===== src/rtl/i2c_arb_pkg.sv =====
// Shared types and default sizing for the I2C transaction arbiter.
// Used by i2c_txn_arbiter and rr_picker.
package i2c_arb_pkg;

    localparam int ADDR_W        = 7;
    localparam int DATA_W        = 8;
    localparam int DEF_NUM_REQ   = 4;
    localparam int DEF_ISSUE_TMO = 64;
    localparam int DEF_MAX_RETRY = 2;

    typedef enum logic [2:0] {
        IDLE,
        LOAD,
        ISSUE,
        WAIT,
        RESP
    } arb_state_e;

endpackage


===== src/rtl/rr_picker.sv =====
// Combinational round-robin selector: the first active request at or after ptr_i wins.
// Returns the winner one-hot, its index, and whether any request was present.
module rr_picker
    import i2c_arb_pkg::*;
#(
    parameter int NUM_REQ = DEF_NUM_REQ,
    parameter int PTR_W   = $clog2(NUM_REQ)
) (
    input  logic [NUM_REQ-1:0] req_i,
    input  logic [PTR_W-1:0]   ptr_i,
    output logic [NUM_REQ-1:0] gnt_o,
    output logic [PTR_W-1:0]   idx_o,
    output logic               valid_o
);

    logic [PTR_W-1:0] sel;

    always_comb begin
        gnt_o   = '0;
        idx_o   = '0;
        valid_o = 1'b0;
        sel     = '0;
        for (int k = 0; k < NUM_REQ; k++) begin
            sel = PTR_W'((int'(ptr_i) + k) % NUM_REQ);
            if (!valid_o && req_i[sel]) begin
                valid_o    = 1'b1;
                gnt_o[sel] = 1'b1;
                idx_o      = sel;
            end
        end
    end

endmodule


===== src/rtl/i2c_txn_arbiter.sv =====
// Round-robin arbiter sharing one i2c_controller between NUM_REQ single-byte requesters.
// Optional feature: define I2C_RETRY_EN to re-issue NACKed transactions up to MAX_RETRY times.
module i2c_txn_arbiter
    import i2c_arb_pkg::*;
#(
    parameter int NUM_REQ   = DEF_NUM_REQ,
    parameter int ISSUE_TMO = DEF_ISSUE_TMO,
    parameter int MAX_RETRY = DEF_MAX_RETRY
) (
    input  logic                      clk,
    input  logic                      rst_n,
    input  logic [NUM_REQ-1:0]        req,
    input  logic [NUM_REQ-1:0]        req_rw,
    input  logic [ADDR_W*NUM_REQ-1:0] req_addr,
    input  logic [DATA_W*NUM_REQ-1:0] req_wdata,
    output logic [NUM_REQ-1:0]        gnt,
    output logic [NUM_REQ-1:0]        rsp_valid,
    output logic [DATA_W-1:0]         rsp_rdata,
    output logic                      rsp_err,
    output logic                      ctl_new_data,
    output logic                      ctl_rw,
    output logic [ADDR_W-1:0]         ctl_addr,
    output logic [DATA_W-1:0]         ctl_data_in,
    input  logic [DATA_W-1:0]         ctl_data_out,
    input  logic                      ctl_bus_busy,
    input  logic                      ctl_done,
    input  logic                      ctl_ack_error
);

    localparam int PTR_W = $clog2(NUM_REQ);
    localparam int TMO_W = $clog2(ISSUE_TMO + 1);

    arb_state_e          state_q, state_d;
    logic [PTR_W-1:0]    ptr_q, ptr_d;
    logic [PTR_W-1:0]    win_q, win_d;
    logic [NUM_REQ-1:0]  gnt_q, gnt_d;
    logic                rw_q, rw_d;
    logic [ADDR_W-1:0]   addr_q, addr_d;
    logic [DATA_W-1:0]   wdata_q, wdata_d;
    logic [DATA_W-1:0]   rdata_q, rdata_d;
    logic                err_q, err_d;
    logic [TMO_W-1:0]    tmo_q, tmo_d;
`ifdef I2C_RETRY_EN
    localparam int RETRY_W = $clog2(MAX_RETRY + 2);
    logic [RETRY_W-1:0]  retry_q, retry_d;
`endif

    logic [NUM_REQ-1:0]  pick_gnt;
    logic [PTR_W-1:0]    pick_idx;
    logic                pick_valid;
    logic [ADDR_W-1:0]   addr_arr  [NUM_REQ];
    logic [DATA_W-1:0]   wdata_arr [NUM_REQ];

    rr_picker #(
        .NUM_REQ (NUM_REQ),
        .PTR_W   (PTR_W)
    ) u_picker (
        .req_i   (req),
        .ptr_i   (ptr_q),
        .gnt_o   (pick_gnt),
        .idx_o   (pick_idx),
        .valid_o (pick_valid)
    );

    always_comb begin
        for (int i = 0; i < NUM_REQ; i++) begin
            addr_arr[i]  = req_addr[i*ADDR_W +: ADDR_W];
            wdata_arr[i] = req_wdata[i*DATA_W +: DATA_W];
        end
    end

    always_comb begin
        state_d = state_q;
        ptr_d   = ptr_q;
        win_d   = win_q;
        gnt_d   = gnt_q;
        rw_d    = rw_q;
        addr_d  = addr_q;
        wdata_d = wdata_q;
        rdata_d = rdata_q;
        err_d   = err_q;
        tmo_d   = tmo_q;
`ifdef I2C_RETRY_EN
        retry_d = retry_q;
`endif
        unique case (state_q)
            IDLE: begin
`ifdef I2C_RETRY_EN
                retry_d = '0;
`endif
                if (pick_valid) begin
                    gnt_d   = pick_gnt;
                    win_d   = pick_idx;
                    rw_d    = req_rw[pick_idx];
                    addr_d  = addr_arr[pick_idx];
                    wdata_d = wdata_arr[pick_idx];
                    state_d = LOAD;
                end
            end
            LOAD: begin
                tmo_d   = '0;
                state_d = ISSUE;
            end
            ISSUE: begin
                // A controller that never goes busy must not stall the other requesters.
                if (ctl_bus_busy) begin
                    state_d = WAIT;
                end else if (tmo_q == TMO_W'(ISSUE_TMO - 1)) begin
                    err_d   = 1'b1;
                    state_d = RESP;
                end else begin
                    tmo_d = tmo_q + 1'b1;
                end
            end
            WAIT: begin
`ifdef I2C_RETRY_EN
                if (ctl_done && ctl_ack_error && (retry_q < RETRY_W'(MAX_RETRY))) begin
                    retry_d = retry_q + 1'b1;
                    state_d = LOAD;
                end else if (ctl_done) begin
                    rdata_d = ctl_data_out;
                    err_d   = ctl_ack_error;
                    state_d = RESP;
                end
`else
                if (ctl_done) begin
                    rdata_d = ctl_data_out;
                    err_d   = ctl_ack_error;
                    state_d = RESP;
                end
`endif
            end
            RESP: begin
                ptr_d   = (int'(win_q) == NUM_REQ - 1) ? '0 : win_q + 1'b1;
                gnt_d   = '0;
                state_d = IDLE;
            end
            default: state_d = IDLE;
        endcase
    end

    always_ff @(posedge clk or negedge rst_n) begin
        if (!rst_n) begin
            state_q <= IDLE;
            ptr_q   <= '0;
            win_q   <= '0;
            gnt_q   <= '0;
            rw_q    <= 1'b0;
            addr_q  <= '0;
            wdata_q <= '0;
            rdata_q <= '0;
            err_q   <= 1'b0;
            tmo_q   <= '0;
`ifdef I2C_RETRY_EN
            retry_q <= '0;
`endif
        end else begin
            state_q <= state_d;
            ptr_q   <= ptr_d;
            win_q   <= win_d;
            gnt_q   <= gnt_d;
            rw_q    <= rw_d;
            addr_q  <= addr_d;
            wdata_q <= wdata_d;
            rdata_q <= rdata_d;
            err_q   <= err_d;
            tmo_q   <= tmo_d;
`ifdef I2C_RETRY_EN
            retry_q <= retry_d;
`endif
        end
    end

    assign gnt          = gnt_q;
    assign rsp_valid    = (state_q == RESP) ? gnt_q : '0;
    assign rsp_rdata    = rdata_q;
    assign rsp_err      = err_q;
    assign ctl_new_data = (state_q == ISSUE);
    assign ctl_rw       = rw_q;
    assign ctl_addr     = addr_q;
    assign ctl_data_in  = wdata_q;

endmodule


===== config.mk =====
export PLATFORM = sky130hd
export DESIGN_NAME = i2c_txn_arbiter
export DESIGN_NICKNAME = d
export VERILOG_FILES = /design/src/rtl/i2c_arb_pkg.sv /design/src/rtl/rr_picker.sv /design/src/rtl/i2c_txn_arbiter.sv
export SDC_FILE = /design/constraint.sdc
export NUM_CORES = 1
export LEC_CHECK = 0
export BUFFER_PORTS_ARGS = -buffer_cell sky130_fd_sc_hd__buf_2
export CORE_ASPECT_RATIO = 1.5
export CORE_MARGIN = 2
export CORE_UTILIZATION = 35
export DETAILED_ROUTE_END_ITERATION = 6
export GPL_TIMING_DRIVEN = 0
export PLACE_DENSITY = 0.68
export SKIP_CTS_REPAIR_TIMING = 1
export SKIP_LAST_GASP = 1
export SLEW_MARGIN = 30
export SYNTH_ARGS = -nofsm -noshare
export SYNTH_HDL_FRONTEND = slang
export SYNTH_SLANG_ARGS = --single-unit

===== constraint.sdc =====
create_clock -name clk -period 4.8 [get_ports clk]
set_clock_uncertainty 0.15 [all_clocks]
set_input_delay 0.48 -clock clk [delete_from_list [all_inputs] [get_ports clk]]
set_output_delay 0.48 -clock clk [all_outputs]
set_load 0.02 [all_outputs]

* After elaboration in Yosys (flattened, before gate mapping)
Index checks and enable logic that the tools add are counted.
Cells by class: $add $sub $neg 5, magnitude comparators 10, eq/ne operators 12, mux-type cells 52, bitwise gates (word level) 4, reduce and logical (&&, ||, !) cells 20
Operators with widths (number):
- $mux 7 | 4
- $mux 4 | 6
- $bmux 8 s2 | 1
- $mux 1 | 16
- $mux 8 | 2
- $lt 2x3->1 const B | 5
- $bmux 7 s2 | 1
- $pmux 7 s2 | 1
- $mux 3 | 4
- $or 4x4->4 | 3
- $pmux 3 s4 | 1
- $bmux 1 s2 | 5
- $mux 2 | 5
- $demux 1 s2 | 4
- $ge 2x1->1 const B | 4
- $ne 2x2->1 const B | 4
- $pmux 4 s2 | 1
- $add 7x1->7 const B | 1
- $eq 7x6->1 const B | 1
- $logic_and 1x1->1 | 7
- $eq 3x2->1 const B | 2
- $reduce_and 2->1 | 3
- $reduce_and 3->1 | 2
- $reduce_bool 2->1 | 3
- other kinds (13) | 17
Storage, ports and cells: flip-flop bits (word level) 43, input port bits 81, output and inout bits 34, logic and storage cells 113

* Longest topological paths before layout
Gate-level depths: netlist of the first run.
depth in word-level cells 16, mapped depth 15, depth with buffers taken out 8

* Hierarchy
From an unflattened synthesis of the first run, not the netlist that was laid out.
Unflattened totals: cells, all modules 201, area, all modules 2635.0 um^2
Modules (own cells, without submodules):
- i2c_txn_arbiter | times used 1, cells an instance 156, area each 2215.9 um^2, seq. area each 1076.0 um^2
- rr_picker | times used 1, cells an instance 45, area each 419.2 um^2, seq. area each 0.0 um^2

* Worst setup path after synthesis of the first run
No wires, ideal clock.
path type register to register, from register ptr_q[0], to register addr_q[5], in the netlist ctl_addr[5], arrival time 3.597 ns, required time 4.527 ns, path slack 0.930 ns, cell stages (with the launch flop) 15, path buffers 6, cell sequence dfrtp_1 > buf_2 > clkinv_1 > clkbuf_1 > clkbuf_1 > ha_1 > mux4_2 > buf_4 > nor2b_4 > buf_6 > or3b_1 > buf_6 > xnor2_4 > mux2_1 > o221a_1
On the way: word-level cells in the longest chain between the ends 16, elaborated cells on any way between the ends 30
Ends and longest elaborated chain:
- start: declaration | RTL line i2c_txn_arbiter.sv:34 | logic [PTR_W-1:0] ptr_q, ptr_d;
- start signal: assignment | RTL line i2c_txn_arbiter.sv:159 | ptr_q <= ptr_d;
- parallel branches: the longest is 16 deep, another holds $add 2x1->2
- end signal: assignment | RTL line i2c_txn_arbiter.sv:163 | addr_q <= addr_d;
- end: declaration | RTL line i2c_txn_arbiter.sv:38 | logic [ADDR_W-1:0] addr_q, addr_d;
Parallel ways; which one is timed is not known. The select of a mux whose other input is x is not followed. A chain may end at the register's enable or synchronous reset.

* Worst setup path in the final report of the first run
from register ptr_q[0], to register addr_q[1], in the netlist ctl_addr[1]
Same word-level chain as after synthesis.

==> results by group, run 1 <==
Critical path
  – R2R Setup Slk: roughly 300 ps
  – Reg2Reg Depth: 13
  – Worst EP required: 4780 ps
  – CP Class: register to register
  – CP Data Arrival Time: about 4500 ps
  – Reg2reg end: ctl_addr[1]
  – R2r startpoint: ptr_q[0]
  – Critical path peak fanout: 13
  – Crit. End Element: register
  – Crit start category: register

Hold path
  – Worst Hold Class: primary input to async pin

Route
  – Routed length per instance: 15.7 microns
  – WL met2: 4790 microns
  – Drt total wl: 8800 microns
  – Vias: slightly above 3,000
  – DR pass1 iterations: 4
  – Final ANT Viol Nets: 0
  – DR vias/cell: 5.49
  – Met1 WL: around 3400 microns
  – Metal3 WL: 402 microns
  – DRC viols: 0
  – Initial DRC Count: around 120
  – Max Used Layer: met4

STA
  – Hold Vio Cnt, Final: 0
  – Setup violations, final: 0
  – Crit share post-route: a little over nine tenths
  – Slew Limit Fails: 0
  – Max Freq: 0.222 GHz
  – Max_slew headroom: between 60 and 70%
  – Setup TNS: 0 ps
  – Worst Max-Slew Pin Slew: 567 ps
  – Final Critical Period: roughly 4500 ps
  – RSZ-0062 raised after global routing: no

Placement
  – Port-buffer cells: about 110
  – Dpl hpwl: 6830 microns
  – GP Congestion: 0.859

Clocking
  – # clock sinks: 43
  – Max H-tree Level: 2
  – CTS root buf: clkbuf_16
  – CTS tree: done
  – Clock Pin Slew Worst Setup and Hold Paths: 60 ps
  – CTS Buf Count: 5
  – Maximum clock path buffer count: 2
  – Clock latency on the worst-skew pair: 280 ps

Yosys
  – FF+latch count, synth: 43
  – Most frequently used flop master after synthesis: dfrtp_1
  – Cells after synthesis: 330
  – Async SR Flop Fraction: 100%
  – Netlist cell types: 53
  – Sequential fraction of the synthesis area: between 30% and 40%
  – Synthesized area: 3100 sq um
  – Syn Area/Cell: 9.40 sq um
  – Synth warnings: 0
  – Syn_nets: 421
  – Number of synthesized flops with an enable pin: 0

Global routing
  – Largest net degree at the start of global routing: 44
  – Global-route wire length before repair: 14,400 microns
  – Overflow after GRT: 0
  – Initial antenna violation count: 0
  – Number of global-route vias before repair: slightly above 3,000
  – Total track usage: 18.5%

Status
  – Outcome: completed

Layout
  – # diodes: 0
  – Most frequent cells in the layout: buf_2 (120), dfrtp_1 (43), nand2_1 (36)
  – Synth-to-layout area growth: 27.1%
  – Nets: between 500 and 600
  – Share of layout cells above drive strength 1: between 30% and 40%
  – Commonest non-fill, non-tap cell in the layout: buf_2

Pwr
  – Leakage: 0.00186 uW
  – Max IR drop VDD: 0.000332 V
  – Final Power: 2650 uW
  – Cell area power density: 674 nW/um^2

Job
  – Max-Cap Viols: 0

Floorplanning
  – Die width: 80.9 microns
  – Initial Utilization: 35.6%
  – Ports: approximately 120
  – Core Box Area: 8720 sq um
  – Row cnt: 42
  – Full die area: 9650 sq um
  – Die height: 119 microns
critical path: stages (launching register included):
cell,delay [ps]
dfrtp_1,430
buf_2,220
clkinv_1,310
clkbuf_1,290
clkbuf_2,280
ha_1,380
buf_2,200
mux2_2,250
mux2i_1,80
or3_1,410
o21a_1,190
o21bai_1,470
clkbuf_1,470
o221ai_1,200
cells in the mapped netlist (2+ instances only):
cell type / count / area [sq um]
nand2b_1: 2 / 12.5
xnor2_1: 2 / 17.5
dfrtp_1: 43 / 1080
a21oi_1: 4 / 20.0
o22a_1: 2 / 17.5
a211oi_1: 2 / 15.0
nor3_1: 4 / 20.0
nor2_1: 27 / 101
o22ai_1: 2 / 12.5
mux4_2: 2 / 45.0
nand3_1: 8 / 40.0
a221oi_1: 4 / 35.0
nand2_1: 36 / 135
a22oi_1: 4 / 30.0
mux2i_1: 18 / 180
mux2_2: 21 / 236
or3_1: 18 / 113
and3_1: 6 / 37.5
buf_2: 9 / 45.0
inv_1: 6 / 22.5
buf_6: 2 / 22.5
nor4_1: 2 / 12.5
nor2b_1: 2 / 12.5
o221ai_1: 28 / 245
o21ai_0: 16 / 80.1
mux2_1: 7 / 78.8
ha_1: 10 / 125
and2_1: 2 / 12.5
clkbuf_1: 16 / 60.1
xor2_1: 2 / 17.5
state kept, by name, summed over array words and instances (netlist names):
signal and cells:
rsp_rdata 8, ptr_q 2, gnt 4, ctl_addr 7, win_q 2, ctl_rw 1, tmo_q 7, state_q 3
rsp_err 1, ctl_data_in 8
logic make-up after synthesis:
logic type / count (synthesis) / synth area share (%)
buffers and inverters: 36 / 5.69
DFF: 43 / 34.7
muxes: 48 / 17.4
xor gates and xnor gates: 5 / 2.02
and+or+nand+nor: 113 / 17.7
AOI/OAI and AO/OA: 75 / 18.4
adders and majority gates: 10 / 4.03
power by group:
group,internal [uW],leakage (uW),switching [uW]
clock,192,0.0000679,129
combinational,724,0.00125,994
sequential,518,0.000538,98.3
total,1430,0.00186,1220
routing by layer:
metal | vias to the layer above | track usage [%]
met5 | - | 0
met4 | 0 | 5.93
met3 | 16 | 2.20
met2 | 108 | 33.5
met1 | 1464 | 22.2
li1 | 1484 | -
layout make-up:
class	instances	area (sq um)
flip-flops and latches	43	1080
repair buffers	112	563
clock inverters	1	5.00
fillers	890	4780
clock buffers	7	133
multi-input cells	251	1850
well taps	110	138
plain buffers	29	151
inverters	7	26.3
worst max-delay path by stage:
stage | start | to | slack [ps] | cells after the start
floorplan | ptr_q[0] | ctl_addr[5] | 930 | 14
global placement | ptr_q[0] | ctl_addr[0] | 230 | 13
detailed placement | ptr_q[0] | ctl_data_in[6] | 170 | 13
CTS | ptr_q[0] | ctl_addr[1] | 130 | 13
global route | ptr_q[0] | ctl_data_in[6] | 30 | 13
finish | ptr_q[0] | ctl_addr[1] | 290 | 13
per-stage QoR:
step	hold WS (ps)	worst slack, ps	utilization [%]	std cells	cell area [sq um]
after floorplan	34.4	930	-	330	3100
after global placement	318	230	43.6	552	3800
after detailed placement	326	165	43.6	552	3800
after CTS	230	132	45.1	560	3940
after global routing	79.0	29.9	45.2	560	3940
final	39.2	294	45.2	560	3940
Power figures use the tool's default switching activity.
==> run 2, diff against run 1 <==
--- a/config.mk
+++ b/config.mk
@@ -5,6 +5,7 @@
 export SDC_FILE = /design/constraint.sdc
 export NUM_CORES = 1
 export LEC_CHECK = 0
+export ABC_AREA = 1
 export BUFFER_PORTS_ARGS = -buffer_cell sky130_fd_sc_hd__buf_2
 export CORE_ASPECT_RATIO = 1.5
 export CORE_MARGIN = 2
==> run 2 against run 1 <==
Effect of this change:
- worst hold slack lost 15 ps
- total power rose by 9.8%
- clock power increased by 36%
- setup slack improved by 1900 ps
- die area shrank 2.1%
- sequential power up 2%
- fmax up 73%
- count of clock-buffer cells in the layout shrank 1
- critical path depth did not move
- critical path type unchanged
- largest power group unchanged
- first-iteration DRC count increased by 26%
==> results by group, run 2 <==
Route
  – Vias: between 3,000 and 4,000
  – DR vias/cell: roughly 4.6
  – Final ANT Viol Nets: 0
  – Initial DRC Count: 145
  – DRC viols: 0
  – Drt total wl: 7750 microns
  – Routed length per instance: 11.4 microns
  – DR pass1 iterations: 5

Global routing
  – Largest net degree at the start of global routing: 44
  – Overflow after GRT: 0
  – Number of global-route vias before repair: 3,046
  – Global-route wire length before repair: approximately 13,000 microns
  – Initial antenna violation count: 0
  – Total track usage: 17.4%

Pwr
  – Cell area power density: 741 nW/um^2
  – Leakage: 0.00233 uW
  – Seq pwr share: 21.6%
  – Clk network pwr share: 14.9%
  – Combinational fraction of design power: between 60% and 70%
  – Sw Pwr: ~1500 uW
  – Internal power component: 1450 uW
  – Max IR drop VDD: between 0.0003 and 0.0004 V
  – Sw frac: 50.3%

Layout
  – # diodes: 0
  – Share of layout cells above drive strength 1: between 20% and 30%
  – # fillers: approximately 900
  – Commonest non-fill, non-tap cell in the layout: nand2_1
  – Synth-to-layout area growth: 29.5%
  – Area of the multi-input gates: 1540 sq um
  – Nets: 661
  – Register area: roughly 1100 sq um
  – Final instance area: 3930 sq um
  – Most frequent cells in the layout: nand2_1 (136), buf_2 (118), inv_1 (86)

Floorplanning
  – Row cnt: 41
  – Core Box Area: 8410 sq um
  – Die width: ~80 microns
  – Die height: 118 microns
  – Ports: 115
  – Full die area: 9450 sq um
  – Initial Utilization: 36.1%

Clocking
  – CTS root buf: clkbuf_16
  – CTS tree: done
  – Maximum clock path buffer count: 2
  – # clock sinks: 43
  – Clock latency on the worst-skew pair: approximately 290 ps
  – CTS Buf Count: 5
  – Max H-tree Level: 2
  – Clock Pin Slew Worst Setup and Hold Paths: approximately 60 ps

Yosys
  – Post-synth top area cell: dfrtp_1
  – Commonest cells post-synth: nand2_1 (136), inv_1 (86), nand3_1 (66)
  – FF+latch count, synth: 43
  – Synthesized area: 3030 sq um
  – Most frequently used flop master after synthesis: dfrtp_1
  – Top-count cell post-synth: nand2_1
  – Most area-consuming cells after synthesis: dfrtp_1 (35%), nand2_1 (17%), nand3_1 (11%), inv_1 (11%), ha_1 (4.1%)
  – Synth warnings: 0
  – Syn_nets: 540
  – Number of synthesized flops with an enable pin: 0
  – Netlist cell types: 33
  – Syn Area/Cell: 6.76 sq um
  – Async SR Flop Fraction: 100%
  – Share of the synthesized area in the top cell type: 35.5%
  – Sequential fraction of the synthesis area: roughly 35%
  – Cells after synthesis: between 400 and 500

STA
  – Final WS setup: 2200 ps
  – RSZ-0062 raised after global routing: no
  – Slew Limit Fails: 0
  – Max_slew headroom: roughly three fifths
  – Max Freq: 0.385 GHz
  – Crit share post-route: 54.2%
  – Hold Vio Cnt, Final: 0
  – Setup TNS: 0 ps
  – Worst Max-Slew Pin Slew: 588 ps
  – Setup violations, final: 0
  – Final Critical Period: 2600 ps
  – Worst Hold Slack: 24.3 ps

Placement
  – DP Worst Slack: 2190 ps
  – GP Congestion: 0.829
  – Port-buffer cells: 114
  – Dpl hpwl: 6240 microns
  – Post-DP Area: 3740 sq um

Critical path
  – Crit start category: register
  – Critical path peak fanout: 10
  – CP Class: register to register
  – Crit. End Element: register
  – CP Data Arrival Time: 2620 ps
  – R2r startpoint: ptr_q[1]
  – Worst EP required: 4820 ps
  – Setup crit start: ptr_q[1]
  – Reg2Reg Depth: 13

Job
  – Max-Cap Viols: 0

Hold path
  – Worst Hold Class: primary input to async pin

Status
  – Outcome: completed
run 2: cell types whose count changed after synthesis, moves of 7 or more:
cell	delta
mux2_1	-7
o221ai_1	-28
mux2i_1	-18
or3_1	-18
nand3_1	+58
mux2_2	-21
clkbuf_1	-16
nand2_1	+100
inv_1	+80
a21oi_1	+12
run 2: metrics by stage:
stage	cells	power [uW]	utilization, %
after global placement	670	2440	44.4
after global routing	678	3230	46.7
after floorplan	449	2010	-
final	678	2910	46.7
after detailed placement	670	2490	44.4
after CTS	678	2940	46.7
run 2: worst paths after layout:
path | endpoint | slack, ps
max | ctl_rw | 2200
min | rsp_rdata[0] | 20
max reg2reg | ctl_rw | 2200
min reg2reg | rsp_rdata[6] | 310
max in group asynchronous | gnt[3] | 4100
min in group clk | rsp_rdata[6] | 240
run 2: power groups by stage:
stage / Sequential (uW) / Combinational, uW / Clock (uW)
CTS: 630 / 1870 / 442
detailed placement: 635 / 1860 / 0
floorplan: 758 / 1250 / 0
global placement: 632 / 1810 / 0
finish: 629 / 1850 / 436
global route: 647 / 2120 / 457
run 2: final cells by class:
class / count / area share, %
sequential: 43 / 27.4
inverter: 92 / 8.98
buffer: 9 / 1.59
clock buffer: 6 / 3.28
clock inverter: 2 / 1.53
timing repair buffer: 114 / 14.6
tap: 107 / 3.41
multi-input combinational: 305 / 39.3
run 2: routing by layer:
metal / vias up / track usage [%] / wire (microns)
met2: 100 / 31.4 / 4010
met1: 1345 / 19.6 / 3090
met3: 18 / 2.84 / 412
met4: 0 / 7.10 / 233
li1: 1622 / - / -
met5: - / 0 / 0
run 2: worst max-delay path, stage by stage (launching register included):
cell and delay, ps:
dfrtp_1 490, inv_1 210, ha_1 380, inv_1 90, nand3_2 90, nand2_4 90
nor2_4 180, nor2_2 70, nand2_4 140, nand2_4 80, buf_6 150, or2_0 200
nand3_1 100, nand3_1 70
run 2: cell families (layout without fill, tap and decap cells):
group                    count (synthesis)  in the layout  share of synthesized area (%)
AO/OA/AOI/OAI                           36             36                           6.56
adder cells (fa/ha/maj)                 10             10                           4.12
buffers and inverters                  101            223                           13.7
AND/OR/NAND/NOR                        257            257                           39.6
XOR/XNOR                                 2              2                          0.577
flip-flops                              43             43                           35.5
==> run 3, diff against run 2 <==
==> constraint.sdc (replaced) <==
create_clock -name clk -period 2.55 [get_ports clk]
set_clock_uncertainty 0.15 [all_clocks]
set_input_delay 0.255 -clock clk [delete_from_list [all_inputs] [get_ports clk]]
set_output_delay 0.255 -clock clk [all_outputs]
set_load 0.02 [all_outputs]
==> run 3 against run 2 <==
Effect of this change:
- design area is 3.6% higher
- setup slack worse by 2000 ps
- die area stayed put
- register-to-register slack worse by 2000 ps
- sequential cell count stayed put
- routed wire length is 3.6% higher
- core utilization is 1.7 points higher
- first-iteration DRC count is 14% lower
- highest routed layer unchanged
==> results by group, run 3 (same netlist as run 2, synthesis figures left out) <==
STA
  – Slew Limit Fails: 0
  – Setup violations, final: 0
  – Max Freq: 0.420 GHz
  – Worst Max-Slew Pin Slew: around 580 ps
  – Max_slew headroom: 61.1%
  – Hold Vio Cnt, Final: 0
  – Final WS setup: 168 ps
  – Final Critical Period: roughly 2400 ps
  – Crit share post-route: 93.4%

Layout
  – Nets: approximately 670
  – Final instance area: 4070 sq um
  – Synth-to-layout area growth: 34.2%
  – Area of the multi-input gates: 1580 sq um
  – Final design utilization: about half
  – Share of layout cells above drive strength 1: 29.7%
  – Register area: 1080 sq um
  – Most frequent cells in the layout: nand2_1 (136), buf_2 (113), inv_1 (84)
  – # fillers: ~900
  – # diodes: 0
  – Layout Cells excl Fill: roughly 700
  – Commonest non-fill, non-tap cell in the layout: nand2_1

Route
  – DR pass1 iterations: 6
  – Initial DRC Count: 125
  – DRC viols: 0
  – DR vias/cell: 4.59
  – Vias: 3,147
  – Routed length per instance: 11.7 microns
  – Drt total wl: 8030 microns
  – Final ANT Viol Nets: 0

Critical path
  – Worst EP required: 2570 ps
  – Crit start category: register
  – CP Class: register to register
  – Crit. End Element: register
  – Critical path peak fanout: 10
  – CP Data Arrival Time: 2400 ps

Placement
  – GP Congestion: 0.829
  – Placed cell count: 670
  – Port-buffer cells: 114
  – Post-DP Area: between 3000 and 4000 sq um
  – Dpl hpwl: 6240 microns
  – DP Worst Slack: -59.9 ps

Global routing
  – Total track usage: 17.4%
  – Largest net degree at the start of global routing: 44
  – Overflow after GRT: 0
  – Number of global-route vias before repair: 3,046
  – Initial antenna violation count: 0
  – Global-route wire length before repair: 13,300 microns

Floorplanning
  – Ports: 115
  – Full die area: 9450 sq um
  – Die width: 80.0 microns
  – Row cnt: 41
  – Initial Utilization: 36.1%
  – Die height: 118 microns
  – Core Box Area: between 8000 and 9000 sq um

Clocking
  – # clock sinks: between 40 and 50
  – CTS tree: done
  – CTS root buf: clkbuf_16
  – Clock Pin Slew Worst Setup and Hold Paths: 60 ps
  – Max H-tree Level: 2
  – CTS Buf Count: 5
  – Clock latency on the worst-skew pair: approximately 290 ps
  – Maximum clock path buffer count: 2

Status
  – Outcome: completed

Job
  – Max-Cap Viols: 0

Pwr
  – Leakage: ~0.0024 uW
  – Max IR drop VDD: 0.000746 V
  – Cell area power density: 1430 nW/um^2

Hold path
  – Worst Hold Class: primary input to register
==> run 3: cell types whose count changed in the layout (fill, tap and decap cells not counted), moves of 2 or more <==
cell	delta
dfrtp_1	-2
clkbuf_4	+5
inv_1	-2
dfrtp_2	+2
buf_2	-5
nor2_2	-2
buf_4	+4
nor2_4	+2
==> run 3: routing by layer <==
layer  part of all wire, %  track usage [%]  vias up
met5                     0                0        -
met3                   5.1             2.84       18
met1                    39             19.6     1385
li1                      -                -     1639
met2                    53             31.4      105
met4                   2.9             7.10        0
==> run 3: final timing paths <==
kind	cells past startpoint	slack, ps	from	end
max	13	170	ptr_q[0]	ctl_rw
min in group asynchronous	2	360	rst_n	rsp_rdata[0]
min	3	20	ctl_data_out[6]	rsp_rdata[6]
max in group asynchronous	2	1480	rst_n	ptr_q[1]
min reg2reg	2	310	rsp_rdata[6]	rsp_rdata[6]
max reg2reg	13	170	ptr_q[0]	ctl_rw
==> run 3: critical path, cell delays in order (launching register included) <==
cell,delay [ps]
dfrtp_2,430
buf_8,150
inv_4,110
ha_4,230
inv_2,70
nand3_2,90
nand2_4,140
nand4_4,170
nand2_8,140
nand2_4,80
buf_6,140
or2_0,200
nand3_1,90
nand3_1,70
==> run 3: layout make-up <==
type,count,share of cell area (%)
clock inverter,2,1.48
timing repair buffer,122,15.9
tap,107,3.29
inverter,92,8.76
buffer,9,2.12
sequential,43,26.5
clock buffer,6,3.17
multi-input combinational,305,38.8
==> run 3: metrics by stage <==
stage                     hold slack, ps  setup TNS [ps]  power, uW
after global placement               291           -24.3       4600
after global routing                18.3           -16.7       6430
after floorplan                     -191               0       3780
final                               16.7               0       5830
after CTS                           12.5            -794       5530
after detailed placement             303            -553       4700
==> run 3: report_power, final <==
group | leakage [uW] | internal [uW] | total, uW | switching, uW
Clock | 0.0000911 | 562 | 822 | 261
Sequential | 0.000541 | 997 | 1180 | 179
Combinational | 0.00175 | 1390 | 3830 | 2430
